File: src/rtl/sfr_pkg.sv
`default_nettype none
// +--------------------------------------------------------------------+
// | sfr_pkg: shared 8051 SFR address map and port reset constants       |
// | Revision: 1.0                                                       |
// +--------------------------------------------------------------------+
package sfr_pkg;

  localparam logic [7:0] SFR_P0     = 8'h80;
  localparam logic [7:0] SFR_P1     = 8'h90;
  localparam logic [7:0] SFR_P2     = 8'hA0;
  localparam logic [7:0] SFR_P3     = 8'hB0;
  localparam logic [7:0] SFR_SBUF   = 8'h99;
  localparam logic [7:0] SFR_B      = 8'hF0;

  localparam logic [7:0] PORT_RESET = 8'hFF;

endpackage
`default_nettype wire

File: src/rtl/sync2.sv
`default_nettype none
// +--------------------------------------------------------------------+
// | sync2: parameterised-width two-flop synchroniser, async reset       |
// | Revision: 1.0                                                       |
// +--------------------------------------------------------------------+
module sync2 #(
  parameter int                 WIDTH       = 8,
  parameter logic [WIDTH-1:0]   RESET_VALUE = '1
) (
  input  logic               clk,
  input  logic               rst,
  input  logic [WIDTH-1:0]   i_d,
  output logic [WIDTH-1:0]   o_q
);

  logic [WIDTH-1:0] r_meta;
  logic [WIDTH-1:0] r_sync;

  always_ff @(posedge clk or posedge rst) begin
    if (rst) begin
      r_meta <= RESET_VALUE;
      r_sync <= RESET_VALUE;
    end else begin
      r_meta <= i_d;
      r_sync <= r_meta;
    end
  end

  assign o_q = r_sync;

endmodule
`default_nettype wire

File: src/rtl/sfr_simple_port.sv
`default_nettype none
// +--------------------------------------------------------------------+
// | sfr_simple_port: 8-bit SFR-mapped output latch with pin readback    |
// | Revision: 1.0                                                       |
// +--------------------------------------------------------------------+
module sfr_simple_port
  import sfr_pkg::*;
#(
  parameter logic [7:0] SFR_ADDRESS = SFR_P1,
  parameter logic [7:0] RESET_VALUE = PORT_RESET
) (
  input  logic       clk,
  input  logic       rst,
  input  logic       wr_en,
  input  logic [7:0] wr_addr,
  input  logic [7:0] wr_byte,
  input  logic       rd_en,
  input  logic [7:0] rd_addr,
  input  logic       rd_latch,
  input  logic [7:0] pin_in,
  output logic [7:0] port_out,
  output logic [7:0] rd_byte,
  output logic       rd_hit
);

  logic [7:0] r_latch;
  logic [7:0] w_pin_sync;
  logic       w_wr_sel;
  logic       w_rd_sel;

  // Enable gates the compare so an undefined address cannot leak into state.
  assign w_wr_sel = wr_en && (wr_addr == SFR_ADDRESS);
  assign w_rd_sel = rd_en && (rd_addr == SFR_ADDRESS);

  sync2 #(
    .WIDTH       (8),
    .RESET_VALUE (RESET_VALUE)
  ) u_pin_sync (
    .clk (clk),
    .rst (rst),
    .i_d (pin_in),
    .o_q (w_pin_sync)
  );

  always_ff @(posedge clk or posedge rst) begin
    if (rst) begin
      r_latch <= RESET_VALUE;
    end else if (w_wr_sel) begin
      r_latch <= wr_byte;
    end
  end

  // Non-selected reads drive zero so several responders can be OR-combined.
  always_ff @(posedge clk or posedge rst) begin
    if (rst) begin
      rd_hit  <= 1'b0;
      rd_byte <= 8'h00;
    end else begin
      rd_hit  <= w_rd_sel;
      rd_byte <= w_rd_sel ? (rd_latch ? r_latch : w_pin_sync) : 8'h00;
    end
  end

  assign port_out = r_latch;

endmodule
`default_nettype wire

File: config.mk
export PLATFORM = sky130hd
export DESIGN_NAME = sfr_simple_port
export DESIGN_NICKNAME = d
export VERILOG_FILES = /design/src/rtl/sfr_pkg.sv /design/src/rtl/sync2.sv /design/src/rtl/sfr_simple_port.sv
export SDC_FILE = /design/constraint.sdc
export NUM_CORES = 1
export LEC_CHECK = 0
export ABC_CLOCK_PERIOD_IN_PS = 1750
export BUFFER_PORTS_ARGS = -buffer_cell sky130_fd_sc_hd__buf_4
export CAP_MARGIN = 20
export CORE_MARGIN = 4
export CORE_UTILIZATION = 47
export DETAILED_ROUTE_END_ITERATION = 16
export PLACE_DENSITY = 0.81
export SLEW_MARGIN = 0
export SYNTH_ARGS = -nofsm -noshare
export SYNTH_HDL_FRONTEND = slang
export SYNTH_HIERARCHICAL = 1
export SYNTH_SLANG_ARGS = --single-unit
File: constraint.sdc
create_clock -name clk -period 1.75 [get_ports clk]
set_clock_uncertainty 0.05 [all_clocks]
set_input_delay 0.2625 -clock clk [delete_from_list [all_inputs] [get_ports clk]]
set_output_delay 0.2625 -clock clk [all_outputs]
set_load 0.005 [all_outputs]
==> results of run 1 <==
report_power, final:
part	switching, mW	internal (mW)	total [mW]
registers	0.0124	0.812	0.824
clock network	0.234	0.153	0.387
logic	0.0446	0.0907	0.135
total	0.291	1.06	1.35
cells in the mapped netlist:
cell type,number
nor2_1,8
dfrtp_1,9
mux2i_1,8
or4_1,1
nor3_1,1
buf_2,1
nor4b_1,1
clkbuf_1,1
nand4b_1,1
nand4_2,1
dfstp_2,24
mux2_2,8
inv_1,3
or3_1,1
worst max path at each step:
stage                                  from                    to  cells past startpoint
floorplan                        rd_addr[1]  rd_byte[0]$_DFF_PP0_                      4
global placement                 rd_addr[1]  rd_byte[0]$_DFF_PP0_                      4
detailed placement               rd_addr[1]  rd_byte[5]$_DFF_PP0_                      4
CTS                 port_out[5]$_DFFE_PP1P_           port_out[5]                      1
global route        port_out[4]$_DFFE_PP1P_           port_out[4]                      1
finish              port_out[5]$_DFFE_PP1P_           port_out[5]                      1
stage by stage:
| step | worst slack, ns | hold WS (ns) | total power [mW] | util (%) |
|---|---|---|---|---|
| after floorplan | 0.3896 | 0.1328 | 0.8721 | - |
| after global placement | 0.2181 | 0.2961 | 0.9525 | 68.70 |
| after detailed placement | 0.1747 | 0.2976 | 0.9589 | 68.70 |
| after CTS | 0.4332 | 0.1098 | 1.365 | 74.97 |
| after global routing | 0.4000 | 0.09312 | 1.420 | 74.97 |
| final | 0.4417 | 0.1229 | 1.347 | 74.97 |
timing repair:
item | CTS | global route
endpoints found under the hold margin | 17 | 0
hold buffers | 9 | 0
resized for setup | 0 | 0
cell type report:
type                    count  area, µm²
clock buffers               6      41.29
repair buffers             62      488.0
fillers                   151      564.3
well taps                  28      35.03
clock inverters             2      10.01
multi-input cells          30      249.0
flip-flops and latches     33      855.8
inverters                   3      11.26
layer usage:
metal | vias to the layer above | wire, µm | global-route usage, %
li1 | 362 | - | -
met1 | 376 | 766 | 15.20
met3 | 2 | 128 | 7.126
met4 | 0 | 9 | 6.291
met5 | - | 0 | 0
met2 | 26 | 1335 | 27.90
registers in the layout (all words and copies together), names as in the netlist:
signal,flops
port_out,8
rd_byte,8
rd_hit,1
u_pin_sync/o_q,8
u_pin_sync/r_meta,8
kinds of logic after synthesis:
group / count (synthesis) / synth area share, %
AND/OR/NAND/NOR: 14 / 7.008
buffers and inverters: 5 / 1.779
flip-flops: 33 / 76.08
multiplexers: 16 / 15.13
==> out/results.tsv, run 1 <==
metric	value	unit
outcome	complete, no violations	
period_needed	1.308	ns
ctsHtreeMaxLevel	2	
grt_setup_unrepaired	no	
start_util	49.89	%
worst_path_max_delay_cell	dfstp_2	
die_h	56.92	µm
antenna_found_initial	0	
drv_slew	0	
ys_ff_latch	33	
cts_buffer_depth	2	
routabilityCongestion	0.7357	
grt_overflow	0	
hold_viol	0	
whs_endpoint	port_out[1]$_DFFE_PP1P_	
drtIter0Drc	19	
n_antenna_cell	0	
track_usage	15.50	%
dr.pass1.iters	4	
cp-start-kind	register	
final_cell_mix	buf_4 (53), dfstp_2 (24), dlygate4sd3_1 (9), dfrtp_1 (9)	
route.detailed.drc	0	
areaGrowthSynthToFinish	50.28	%
syn_nets	105	
peakVddDrop	0.7628	mV
yosys.area.top_type_share	56.06	%
syn_area	0.001125	mm²
final_area	0.001690	mm²
port_buffers	53	
clkTransAtPathRegs	0.10	ns
ff2ff_path_depth	2	
synth_area_leaders	dfstp_2 (56%), dfrtp_1 (20%), mux2_2 (8.0%)	
vias	766	
synth_area_leader_cell	dfstp_2	
postRouteAntennaNets	0	
detailed_place.area	0.001549	mm²
worstHoldStart	wr_byte[1]	
crit-reg2reg-capture	rd_byte[5]$_DFF_PP0_	
crit-reg2reg-launch	port_out[5]$_DFFE_PP1P_	
grt_pass1_wl	3691	µm
die_area	0.003240	mm²
cp_top_family	flip-flops	
p_leak	0.8519	nW
routed_wirelength	2240	µm
dieWidth	56.92	µm
worstMarginPinSlew	0.6176	ns
synth_cells	68	
hold_path.class	input port to register	
finalSetupViolations	0	
fin_crit_sh	74.76	%
arrival	1.00	ns
fmax	764.3	MHz
hold_depth	2	
cap_violations	0	
ys_seq_area_share	76.08	%
viasPerCell	4.671	
grt_pass1_vias	799	
dp_hpwl	1689	µm
clock-sinks	33	
cts_buffers	5	
cpPeakStageDelay	0.56	ns
final_common_cell	buf_4	
postCtsSetupBuffers	0	
clk_latency	0.32	ns
cellPowerDensity	796.8	mW/mm²
worst_ep_required_time	1.44	ns
fin_cells	164	
io_pins	54	
dp_cells	147	
worst-path-buf-inv	1	
max-slew-margin-rel	58.78	%
path_class	register to output port	
fp.coreArea	0.002255	mm²
yosysWarnings	6	
path_max_fanout	3	
rows	17	
layout-drive-gt1-share	68.38	%
crit_chain	buf_4	
wl_per_cell	13.66	µm
reg2reg_setup_slack	0.89	ns
synth_cell_types	14	
ctsRootBufferMaster	clkbuf_4	
cts_tree	yes	
finalSetupTns	0	ns
nNetsFinal	172	
grt_max_degree	18	
end_kind	output port	
postSynthAreaPerCell	16.54	µm²
(Power assumes the default switching activity.)
==> run 2, diff against run 1 <==
--- a/config.mk
+++ b/config.mk
@@ -5,13 +5,13 @@
 export SDC_FILE = /design/constraint.sdc
 export NUM_CORES = 1
 export LEC_CHECK = 0
-export ABC_CLOCK_PERIOD_IN_PS = 1750
+export ABC_CLOCK_PERIOD_IN_PS = 1000
 export BUFFER_PORTS_ARGS = -buffer_cell sky130_fd_sc_hd__buf_4
 export CAP_MARGIN = 20
 export CORE_MARGIN = 4
-export CORE_UTILIZATION = 47
+export CORE_UTILIZATION = 40
 export DETAILED_ROUTE_END_ITERATION = 16
-export PLACE_DENSITY = 0.81
+export PLACE_DENSITY = 0.74
 export SLEW_MARGIN = 0
 export SYNTH_ARGS = -nofsm -noshare
 export SYNTH_HDL_FRONTEND = slang
==> constraint.sdc (replaced) <==
create_clock -name clk -period 1 [get_ports clk]
set_clock_uncertainty 0.05 [all_clocks]
set_input_delay 0.15 -clock clk [delete_from_list [all_inputs] [get_ports clk]]
set_output_delay 0.15 -clock clk [all_outputs]
set_load 0.005 [all_outputs]
==> run 2 against run 1 <==
Effect of this change:
- the flow now finishes with violations (negative setup slack)
- register-to-register slack got worse by 0.85 ns
- via count increased by 6.8%
- critical path depth unchanged
==> out/results.tsv, run 2 (synthesis results as in run 1) <==
metric	value	unit
crit_chain	buf_6	
io_pins	54	
final_cell_mix	buf_4 (43), dfstp_2 (24), buf_6 (19)	
worstMarginPinSlew	0.2298	ns
grt_setup_unrepaired	yes	
path_max_fanout	3	
dp_hpwl	1769	µm
grt_overflow	0	
worst_ep_required_time	0.80	ns
fin_crit_sh	117.7	%
routabilityCongestion	0.6895	
path_class	register to output port	
antenna_found_initial	0	
viasPerCell	4.544	
power_frac_clock	31.3	%
cp-start-kind	register	
hold_viol	0	
p_sw_share	20.54	%
cp_num_cells	1	
violations	negative setup slack	
max-slew-margin-rel	84.38	%
drv_slew	0	
utilization	76.95	%
detailed_place.area	0.001599	mm²
ctsRootBufferMaster	clkbuf_4	
setup_slack	-0.1769	ns
die_area	0.003725	mm²
cpPeakStageDelay	0.56	ns
pwr-share-seq	56.2	%
vias	818	
cellPowerDensity	1302	mW/mm²
cts_buffer_depth	2	
fin_cells	180	
peakVddDrop	1.100	mV
route.detailed.drc	0	
finalSetupViolations	18	
clk_latency	0.32	ns
grt_pass1_vias	913	
die_h	61.03	µm
end_kind	output port	
final_area	0.001976	mm²
dr.pass1.iters	2	
fmax	849.7	MHz
p_leak	0.9465	nW
final_common_cell	buf_4	
ctsHtreeMaxLevel	2	
pwr-share-comb	12.5	%
fillers	157	
worst_path_max_delay_cell	dfstp_2	
clkTransAtPathRegs	0.09	ns
postRouteAntennaNets	0	
start_util	43.81	%
grt_pass1_wl	3967	µm
dp_cells	151	
port_buffers	53	
nNetsFinal	187	
power.total	2.572	mW
ff2ff_path_depth	3	
track_usage	15.37	%
p_int	2.044	mW
areaGrowthSynthToFinish	75.64	%
rows	18	
cts_buffers	5	
worst-path-buf-inv	1	
hold_path.class	input port to register	
grt_max_degree	18	
n_antenna_cell	0	
power.switching	528.4	µW
dieWidth	61.03	µm
routed_wirelength	2617	µm
clock-sinks	33	
outcome	complete, but fails checks	
cts_tree	yes	
arrival	0.98	ns
hold_depth	2	
layout-drive-gt1-share	76.00	%
fp.coreArea	0.002567	mm²
period_needed	1.177	ns
wl_per_cell	14.54	µm
drtIter0Drc	14	
cp_top_family	flip-flops	
cap_violations	0	
-- run 2: cell types whose count changed in the layout (fill, tap and decap cells not counted), moves of 2 or more --
cell and change:
buf_4 -10, buf_6 +19, dlygate4sd3_1 +5, mux2i_1 -2
mux2i_2 +2, nor2_1 -5, nor2_2 +4, or4_4 +2
-- run 2: path summary, 6_finish.rpt --
path	to	startpoint	slack, ns
setup reg to reg	rd_byte[3]$_DFF_PP0_	port_out[3]$_DFFE_PP1P_	0.04
setup / recovery	port_out[1]	port_out[1]$_DFFE_PP1P_	-0.18
max in group asynchronous	port_out[3]$_DFFE_PP1P_	rst	0.28
min in group asynchronous	rd_byte[0]$_DFF_PP0_	rst	0.36
hold / removal	port_out[4]$_DFFE_PP1P_	wr_byte[4]	0.01
hold reg to reg	u_pin_sync/o_q[7]$_DFF_PP1_	u_pin_sync/r_meta[7]$_DFF_PP1_	0.31
-- run 2: area by class of cell --
class,count,area [µm²],area share [%]
sequential,33,855.8,43.32
inverter,3,11.26,0.5700
clock buffer,6,62.56,3.167
timing repair buffer,76,676.9,34.26
tap,30,37.54,1.900
multi-input combinational,31,326.6,16.53
clock inverter,1,5.005,0.2533
-- run 2: metrics by stage --
step / TNS, ns / setup slack (ns) / hold slack [ns]
finish: -1.437 / -0.1769 / 0.01332
global route: -2.257 / -0.2211 / -0.001739
CTS: -1.549 / -0.1884 / 0.002002
detailed placement: -6.122 / -0.4596 / 0.1430
global placement: -5.784 / -0.4214 / 0.1368
floorplan: -2.654 / -0.2479 / 0.02027
-- run 2: layer usage --
metal / routed length [µm] / global-route usage (%) / vias up / part of all wire, %
li1: - / - / 396 / -
met1: 925 / 16.67 / 392 / 35
met2: 1509 / 26.59 / 26 / 58
met3: 151 / 6.080 / 4 / 5.8
met4: 30 / 6.502 / 0 / 1.1
met5: 0 / 0 / - / 0
-- run 2: repair_timing --
item / in CTS / in global routing
setup endpoints to repair: 26 / 22
setup buffers: 7 / 0
gates resized for setup: 25 / 5
pin swaps: 4 / 0
gates cloned: 1 / 0
hold buffers: 9 / 5
endpoints found under the hold margin: 33 / 5
-- run 2: power groups by stage --
stage	clock, mW	combinational, mW	sequential (mW)
after floorplan	0	0.0709	1.46
after global placement	0	0.225	1.46
after detailed placement	0	0.230	1.47
after CTS	0.824	0.298	1.44
after global routing	0.904	0.348	1.45
final	0.806	0.322	1.44
==> run 3, diff against run 2 <==
--- a/config.mk
+++ b/config.mk
@@ -8,10 +8,12 @@
 export ABC_CLOCK_PERIOD_IN_PS = 1000
 export BUFFER_PORTS_ARGS = -buffer_cell sky130_fd_sc_hd__buf_4
 export CAP_MARGIN = 20
+export CELL_PAD_IN_SITES_DETAIL_PLACEMENT = 0
+export CELL_PAD_IN_SITES_GLOBAL_PLACEMENT = 1
 export CORE_MARGIN = 4
-export CORE_UTILIZATION = 40
+export CORE_UTILIZATION = 31
 export DETAILED_ROUTE_END_ITERATION = 16
-export PLACE_DENSITY = 0.74
+export PLACE_DENSITY_LB_ADDON = 0.1
 export SLEW_MARGIN = 0
 export SYNTH_ARGS = -nofsm -noshare
 export SYNTH_HDL_FRONTEND = slang
==> run 3 against run 2 <==
Effect of this change:
- the flow still finishes with violations (negative setup slack)
- register-to-register slack barely moved
- design area rose by 4.4%
- clock power rose by 28%
- combinational power rose by 3%
- first-iteration DRC count fell by 57%
- setup slack improved by 0.0034 ns
- flip-flop and latch count did not move
- global-route usage fell by 2.8 points
- largest cell class unchanged
- count of clock-buffer cells in the layout did not move
==> out/results.tsv, run 3 (synthesis results as in run 1) <==
metric	value	unit
fmax	852.1	MHz
port_buffers	53	
cts_buffer_depth	2	
io_pins	54	
nNetsFinal	191	
ctsRootBufferMaster	clkbuf_4	
final_common_cell	buf_4	
drtIter0Drc	6	
die_h	68.24	µm
grt_max_degree	18	
hold_path.class	input port to register	
postRouteAntennaNets	0	
layout-drive-gt1-share	76.13	%
worst_path_max_delay_cell	dfstp_2	
pwr-share-seq	51.5	%
finalSetupViolations	22	
grt_overflow	0	
worstMarginPinSlew	0.2471	ns
hold_viol	0	
wl_per_cell	12.93	µm
peakVddDrop	0.9194	mV
p_sw_share	20.03	%
fin_cells	201	
power.total	2.803	mW
dr.pass1.iters	4	
path_max_fanout	2	
fillers	270	
grt_setup_unrepaired	yes	
crit_chain	buf_6	
drv_slew	0	
detailed_place.area	0.001619	mm²
die_area	0.004656	mm²
path_class	register to output port	
track_usage	12.61	%
rows	21	
power_frac_clock	36.7	%
cts_buffers	5	
cpPeakStageDelay	0.56	ns
whs	0.08401	ns
violations	negative setup slack	
end_kind	output port	
areaGrowthSynthToFinish	83.43	%
grt_pass1_wl	4105	µm
outcome	complete, but fails checks	
final_cell_mix	buf_4 (44), dfstp_2 (24), buf_6 (19)	
dp_hpwl	1732	µm
dp_cells	167	
power.switching	561.5	µW
clk_latency	0.32	ns
arrival	0.97	ns
utilization	60.40	%
period_needed	1.174	ns
route.detailed.drc	0	
max-slew-margin-rel	83.46	%
final_area	0.002063	mm²
routed_wirelength	2599	µm
p_leak	0.9738	nW
antenna_found_initial	0	
vias	851	
cap_violations	0	
worst-path-buf-inv	1	
cp-start-kind	register	
fin_crit_sh	117.4	%
worst_ep_required_time	0.80	ns
cts_tree	yes	
routabilityCongestion	0.6690	
ctsHtreeMaxLevel	2	
n_antenna_cell	0	
clock-sinks	33	
grt_pass1_vias	874	
start_util	32.93	%
p_int	2.241	mW
dieWidth	68.24	µm
fp.coreArea	0.003416	mm²
setup_slack	-0.1735	ns
cellPowerDensity	1358	mW/mm²
viasPerCell	4.234	
pwr-share-comb	11.9	%
clkTransAtPathRegs	0.10	ns
cp_top_family	flip-flops	
[run 3: through the flow]
stage	setup WS, ns	TNS [ns]
3_5_place_dp	-0.5072	-6.707
6_report	-0.1735	-1.676
5_1_grt	-0.2320	-2.505
4_1_cts	-0.1942	-1.905
3_3_place_gp	-0.4626	-6.327
2_1_floorplan	-0.2479	-2.654
[run 3: path summary, 6_finish.rpt]
path,endpoint,cells past startpoint,slack [ns],start
worst max-delay path,port_out[7],1,-0.17,port_out[7]$_DFFE_PP1P_
worst max register to register,rd_byte[7]$_DFF_PP0_,3,0.05,port_out[7]$_DFFE_PP1P_
worst min-delay path,rd_hit$_DFF_PP0_,3,0.08,rd_addr[3]
max in group asynchronous,port_out[7]$_DFFE_PP1P_,4,0.31,rst
worst min register to register,u_pin_sync/o_q[7]$_DFF_PP1_,0,0.31,u_pin_sync/r_meta[7]$_DFF_PP1_
min in group asynchronous,rd_byte[4]$_DFF_PP0_,4,0.34,rst
[run 3: routing by layer]
metal | global-route usage [%] | up-vias | routed length (µm)
met5 | 0 | - | 0
met4 | 6.700 | 0 | 49
met3 | 5.255 | 7 | 202
li1 | - | 403 | -
met2 | 20.58 | 37 | 1384
met1 | 13.91 | 404 | 962
[run 3: repair_timing]
action / 4_1_cts / 5_1_grt
endpoints found under the hold margin: 41 / 0
gates cloned: 1 / 0
buffers inserted: 8 / 0
pin swaps: 2 / 2
setup endpoints to repair: 26 / 23
gates resized for setup: 23 / 10
hold buffers: 17 / 0
[run 3: power by group through the flow]
stage,registers [mW],clock network [mW],logic [mW]
6_report,1.44,1.03,0.332
5_1_grt,1.45,1.14,0.364
4_1_cts,1.44,1.06,0.326
3_5_place_dp,1.47,0,0.229
3_3_place_gp,1.46,0,0.224
2_1_floorplan,1.46,0,0.0709
[run 3: area by class of cell]
type | count | area [µm²] | area share [%]
Multi-Input combinational cell | 31 | 336.6 | 16.31
Clock inverter | 2 | 36.28 | 1.759
Timing Repair Buffer | 80 | 714.4 | 34.63
Inverter | 3 | 11.26 | 0.5458
Clock buffer | 6 | 51.30 | 2.486
Sequential cell | 33 | 855.8 | 41.48
Tap cell | 46 | 57.56 | 2.790
[run 3: worst register-to-register path, cell delays in order (launching register included)]
cell and delay [ns]:
dfstp_2 0.56, buf_4 0.11, mux2i_2 0.07, nor2_4 0.10
